<file path="config.mk">
export PLATFORM = sky130hd
export DESIGN_NAME = loadable_down_timer
export DESIGN_NICKNAME = d
export VERILOG_FILES = /design/src/rtl/loadable_down_timer_pkg.sv /design/src/rtl/loadable_down_timer.sv
export SDC_FILE = /design/constraint.sdc
export NUM_CORES = 1
export LEC_CHECK = 0
export CORE_MARGIN = 2
export CORE_UTILIZATION = 35
export CTS_BUF_LIST = sky130_fd_sc_hd__clkbuf_4 sky130_fd_sc_hd__clkbuf_8 sky130_fd_sc_hd__clkbuf_16
export DETAILED_ROUTE_END_ITERATION = 12
export GPL_TIMING_DRIVEN = 0
export MAX_ROUTING_LAYER = met4
export PLACE_DENSITY = 0.67
export RECOVER_POWER = 100
export SLEW_MARGIN = 5
export SYNTH_ARGS = -nofsm -noshare
export SYNTH_HDL_FRONTEND = slang
export SYNTH_SLANG_ARGS = --single-unit
</file>
<file path="constraint.sdc">
create_clock -name clk -period 1.3 [get_ports clk]
set_input_delay 0.26 -clock clk [delete_from_list [all_inputs] [get_ports clk]]
set_output_delay 0.26 -clock clk [all_outputs]
set_load 0.05 [all_outputs]
</file>
<file path="src/rtl/loadable_down_timer_pkg.sv">
// Shared definitions for the loadable down-timer: state encoding and default width.
// The load/value conventions match the loadable up-counter on the same tile.
package down_timer_pkg;

    typedef logic [1:0] state_t;

    localparam state_t ST_IDLE = 2'd0;
    localparam state_t ST_RUN  = 2'd1;
    localparam state_t ST_DONE = 2'd2;

    localparam int DEFAULT_WIDTH = 4;

endpackage

</file>
<file path="src/rtl/loadable_down_timer.sv">
// Loadable down-timer with start/busy/done handshake and one-cycle terminal-count pulse.
// Define AUTO_RELOAD_EN to make RUN reload from the last loaded value instead of stopping.
module loadable_down_timer
    import down_timer_pkg::*;
#(
    parameter int WIDTH = DEFAULT_WIDTH
) (
    input  logic             clk,
    input  logic             rst_n,
    input  logic             ena,
    input  logic             load,
    input  logic [WIDTH-1:0] c_in,
    input  logic             start,
    input  logic             stop,
    input  logic             ack,
    output logic [WIDTH-1:0] c_out,
    output logic             busy,
    output logic             done,
    output logic             tc
);

    state_t           state;
    state_t           state_nxt;
    logic [WIDTH-1:0] cnt;
    logic [WIDTH-1:0] cnt_nxt;
    logic             tc_q;
    logic             tc_nxt;
    logic [WIDTH-1:0] ld_val;
    logic             at_one;
    logic [WIDTH-1:0] reload_val;
    logic             reload_ok;

    // A load in the same cycle takes effect before any start decision.
    assign ld_val = load ? c_in : cnt;
    assign at_one = (cnt == WIDTH'(1));

`ifdef AUTO_RELOAD_EN
    logic [WIDTH-1:0] reload_q;

    always_ff @(posedge clk) begin
        if (!rst_n) begin
            reload_q <= '0;
        end else if (load) begin
            reload_q <= c_in;
        end
    end

    assign reload_val = reload_q;
    assign reload_ok  = (reload_q != '0);
`else
    assign reload_val = '0;
    assign reload_ok  = 1'b0;
`endif

    always_ff @(posedge clk) begin
        if (!rst_n) begin
            state <= ST_IDLE;
            cnt   <= '0;
            tc_q  <= 1'b0;
        end else begin
            state <= state_nxt;
            cnt   <= cnt_nxt;
            tc_q  <= tc_nxt;
        end
    end

    always_comb begin
        state_nxt = state;
        case (state)
            ST_IDLE: begin
                if (start) begin
                    state_nxt = (ld_val != '0) ? ST_RUN : ST_DONE;
                end
            end
            ST_RUN: begin
                if (stop) begin
                    state_nxt = ST_IDLE;
                end else if (load) begin
                    if (c_in == '0) begin
                        state_nxt = ST_DONE;
                    end
                end else if (ena && at_one && !reload_ok) begin
                    state_nxt = ST_DONE;
                end
            end
            ST_DONE: begin
                if (ack) begin
                    state_nxt = ST_IDLE;
                end
            end
            default: state_nxt = ST_IDLE;
        endcase
    end

    // Priority inside RUN is stop, then load, then the enabled decrement.
    always_comb begin
        cnt_nxt = cnt;
        tc_nxt  = 1'b0;
        case (state)
            ST_IDLE: begin
                cnt_nxt = ld_val;
                tc_nxt  = start && (ld_val == '0);
            end
            ST_RUN: begin
                if (!stop) begin
                    if (load) begin
                        cnt_nxt = c_in;
                        tc_nxt  = (c_in == '0);
                    end else if (ena) begin
                        if (at_one) begin
                            cnt_nxt = reload_ok ? reload_val : '0;
                            tc_nxt  = 1'b1;
                        end else begin
                            cnt_nxt = cnt - WIDTH'(1);
                        end
                    end
                end
            end
            ST_DONE: begin
                cnt_nxt = ld_val;
            end
            default: cnt_nxt = cnt;
        endcase
    end

    assign c_out = cnt;
    assign busy  = (state == ST_RUN);
    assign done  = (state == ST_DONE);
    assign tc    = tc_q;

endmodule

</file>
# --- After elaboration in Yosys (flattened, before gate mapping) ---
# Cells that the tools add are included.
word_totals:
  register_bits: 7
  in_bits: 11
  out_inout_bits: 7
  word_cells: 42
op_classes:
  n_addsub: 1
  n_eq_ne: 9
  muxes: 19
  n_reduce_logical: 10
ops:
  columns: ["cell", "n"]
  rows:
  - ["4-bit two-way mux", 5]
  - ["2-bit two-way mux", 7]
  - ["4-bit logical NOT", 2]
  - ["4-bit by 3-bit inequality test with 1-bit output, second input constant", 2]
  - ["4-bit one-hot mux with 2 select lines", 1]
  - ["2-bit inequality test, second input constant", 3]
  - ["2-bit one-hot mux with 3 select lines", 1]
  - ["4-bit by 1-bit equality test with 1-bit output, second input constant", 1]
  - ["1-bit two-way mux", 4]
  - ["4-bit AND reduction", 1]
  - ["4-bit nonzero test", 1]
  - ["4-bit by 1-bit subtractor with 4-bit output, second input constant", 1]
  - ["3-bit inequality test, second input constant", 1]
  - ["3-bit AND reduction", 1]
  - ["2-bit by 1-bit equality test with 1-bit output, second input constant", 1]
  - ["2-bit equality test, second input constant", 1]
  - ["1-bit logical AND", 2]
  - ["2-bit logical NOT", 1]
  - ["1-bit one-hot mux with 2 select lines", 1]
  - ["2-bit nonzero test", 1]
  - ["2-bit OR reduction", 1]

# --- Depth between registers and ports, before layout ---
logic_depth:
  word_depth: 6
  depth_mapped: 6
  mapped_depth_nobuf: 6

# --- Worst setup path after synthesis ---
# No wires, ideal clock.
synth_path:
  kind: "reg-to-reg"
  start: "register cnt[1], in the netlist c_out[1]"
  end: "register cnt[3], in the netlist c_out[3]"
  setup_ns: 0.076
  arrival_ns: 1.557
  required_ns: 1.224
  path_slack_ns: -0.332
  stages_incl_launch_ff: 7
  n_path_buf: 0
  synth_period_minus_slack_ns: 1.632
  path_cell_list: "dfxtp_1 > inv_1 > ha_1 > nor2_1 > nand3_1 > a221o_1 > a21boi_0"
synth_via:
  elab_chain_len: 6
  word_cells_on_any_way: 7
  cone_classes: "add/sub: 1; eq/ne: 1; mux: 5"
synth_rtl:
  columns: ["item", "line_no", "text"]
  rows:
  - ["from (decl)", "loadable_down_timer.sv:24", "logic [WIDTH-1:0] cnt;"]
  - ["from (signal assigned)", "loadable_down_timer.sv:62", "cnt <= cnt_nxt;"]
  - ["4-bit by 1-bit subtractor with 4-bit output or 4-bit by 1-bit equality test with 1-bit output (tied branches)", "loadable_down_timer.sv:114, loadable_down_timer.sv:35", null]
  - ["4-bit two-way mux *", "loadable_down_timer.sv:110", "if (at_one) begin"]
  - ["4-bit two-way mux *", "loadable_down_timer.sv:109", "end else if (ena) begin"]
  - ["4-bit two-way mux *", "loadable_down_timer.sv:106", "if (load) begin"]
  - ["4-bit two-way mux *", "loadable_down_timer.sv:105", "if (!stop) begin"]
  - ["4-bit one-hot mux with 2 select lines *", "loadable_down_timer.sv:99", "case (state)"]
# Mark *: on every way between the ends. The rest lies on a longest branch, timed or not. The select of a mux whose other input is x is not followed.
# A chain may end at the register's enable or synchronous reset.

# --- Worst setup path in the final report ---
layout_path:
  start: "register state[1]"
  end: "register state[0]"
layout_via:
  elab_chain_len: 3
  word_cells_on_any_way: 9
  cone_classes: "eq/ne: 6; mux: 1; reduce/logical: 2"
layout_rtl:
  columns: ["item", "line_no", "text"]
  rows:
  - ["from (decl)", "loadable_down_timer.sv:22", "state_t state;"]
  - ["from (signal assigned)", "loadable_down_timer.sv:61", "state <= state_nxt;"]
  - ["2-bit by 1-bit equality test with 1-bit output, or another cell as far along", "loadable_down_timer.sv:69", "case (state)"]
  - ["4-bit by 3-bit inequality test with 1-bit output (no line) or 2-bit inequality test (tied branches)", null, null]
  - ["4-bit AND reduction (no line)", null, null]
# Parallel ways exist; a longest one is shown, timed or not.

==> results.cfg <==
[outcome]
outcome = finished, violations left
failed_checks = negative setup slack

[die]
fp.dieW_um = 42.3
die-height_um = 42.3
rows = 13
dieArea_um2 = 1790
start_util = 0.385
io_pins = 18
core_area_um2 = 1330

[synthesis]
yosysWarningCount = 0
synth_seq_area_share = 0.273
synth_cell_types = 28
synth_top_area_cell = dfxtp_1
ys_ff_latch = 7
syn_inst = 69
syn-cell-area_um2 = 513
syn_nets = 82
postSynthAreaPerCell_um2 = 7.43
yosysTopAreaCellShare = 0.273
synth.top_cells.by_area = dfxtp_1 (27%), nand2_1 (7.3%), o21ai_0 (5.9%)

[hold_path]
hold_class = in -> reg

[cells_and_area]
final_nets = 112
final_area_um2 = 926
multi_input_area_um2 = 465
diodes = 0
area_growth_pct = 80.5
regArea_um2 = 154
final_cell_mix = buf_4 (10), nand2_1 (10)
n_fill_cell = 106
layout-drive-gt1-share = 0.520

[detailed_routing]
post_drt_wl_per_cell_um = 14.3
viasPerCell = 5.37
dr.pass1.iters = 4
drt_wl_total_mm = 1.62
ant_nets = 0
drc = 0
routed-via-count = 607
first_iter_violations = 8

[worst_setup_path]
critical_path_class = reg -> reg
crit_slowest_cell = or3_4
max_stage_delay_ns = 0.38
crit_family = simple AND/OR/NAND/NOR gates
worst-path-buf-inv = 1
cp_common_cell = or3_4
cp.arrival_ns = 1.58
cp.required_ns = 1.47
critPathMaxFanout = 8
crit_chain = buf_6 -> or3_4 -> or3_4 -> a21oi_2
startpoint_type = flip-flop
end_kind = flip-flop

[global_route]
grt_max_degree = 11
grt_pass1_vias = 566
gr-total-overflow = 0
grt_first_pass_wirelength_mm = 2.44
antenna_found_initial = 0
track_usage = 0.182

[cts]
path_clk_slew_ns = 0.05
clock_latency_ns = 0.25
cts_tree = yes
clock_path_buffers = 2
cts_sinks = 7
numCtsBuffers = 3
cts-root-buf = clkbuf_4
h-tree-depth = 1

[placement]
placed_area_um2 = 739
hpwl_um = 994
gp_congestion = 0.847
io_buffer_count = 17

[power]
leakagePower_uw = 0.000378
power_density_nw_per_um2 = 1180
ir_drop_mv = 0.877

[flow_run]
maxCapViolCount = 0

[timing]
setup_tns_ns = -0.197
timing.slew.headroom = 0.821
setup-violations-final = 4
max_freq_mhz = 712
hold_ws_ns = 0.403
fin_crit_sh = 1.08
layout_setup_ws_ns = -0.104
final.min_clock_period_ns = 1.40
skew_ns = 0.00491
slew_violations = 0
rsz0062_at_grt = yes
hold_violations = 0
tightest_slew_ns = 0.266
## final cells by class
cell class	count	share of cell area
multi-input cells	54	0.503
repair buffers	25	0.219
flip-flops and latches	7	0.166
plain buffers	3	0.0365
clock buffers	4	0.0324
inverters	5	0.0230
well taps	15	0.0203
## routing by layer
metal  wire, um  share of wire  vias to the layer above  track usage
li1           -              -                      302            -
met1        677           0.42                      279        0.204
met2        803           0.50                       20        0.308
met3         80          0.049                        6       0.0690
met4         55          0.034                        0       0.0375
met5          0              0                        -            -
## registers in the layout, summed over array words and instances (netlist names)
name,count
c_out,4
state,2
tc,1
## path summary, 6_finish.rpt
path,slack [ns],endpoint,cells after the start,from
min reg2reg,0.53,c_out[3]$_SDFFE_PN0P_,2,c_out[3]$_SDFFE_PN0P_
max,-0.10,state[0]$_SDFFE_PN0P_,4,state[1]$_SDFFE_PN0P_
min,0.40,c_out[1]$_SDFFE_PN0P_,4,c_in[1]
max reg2reg,-0.10,state[0]$_SDFFE_PN0P_,4,state[1]$_SDFFE_PN0P_
## power breakdown
group	switching, uW	leakage (uW)	internal [uW]
logic	324	0.000299	263
clock network	75.4	0.0000184	138
registers	43.6	0.0000604	253
total	443	0.000378	653
## per-stage QoR
stage	setup slack, ns	power [uW]	instances	utilization
floorplan	-0.0545	593	69	-
global placement	-0.625	732	101	0.554
detailed placement	-0.635	732	101	0.554
CTS	-0.0986	1010	108	0.634
global route	-0.134	1170	113	0.694
finish	-0.104	1100	113	0.694
## logic make-up (layout without fill, tap and decap cells)
group	Yosys count	count (layout)	synth area share
buffers and inverters	8	37	0.0634
and+or+nand+nor	31	31	0.315
adders and majority gates	2	2	0.0488
AOI/OAI and AO/OA	19	19	0.261
DFF	7	7	0.273
muxes	2	2	0.0390
## worst min-delay path, stage by stage
cell,delay [ns]
buf_2,0.09
mux2i_1,0.06
nand2_1,0.06
and3_1,0.14
## timing repair
action,in CTS,in global routing
buffers inserted,3,5
gates resized for setup,59,22
endpoints found under the hold margin,0,0
pin swaps,10,7
hold buffers,0,0
setup endpoints to repair,14,12
## cells in the mapped netlist
library cell	count
dfxtp_1	7
and3_1	1
nand2_1	10
or3_4	1
nand3_1	1
o21ai_0	6
o31a_1	1
buf_2	2
inv_2	1
mux2i_1	2
or3_1	2
a21boi_0	3
or4b_4	1
nor4_1	1
o41ai_1	1
and4b_1	1
inv_1	4
o31ai_1	2
ha_1	2
a221o_1	1
clkbuf_1	1
a21oi_1	3
o2bb2ai_2	1
nand2b_1	1
nor2_1	8
nor3_1	2
a311oi_1	1
nor2b_1	2
Note: power is estimated with default switching activity, not from simulation.
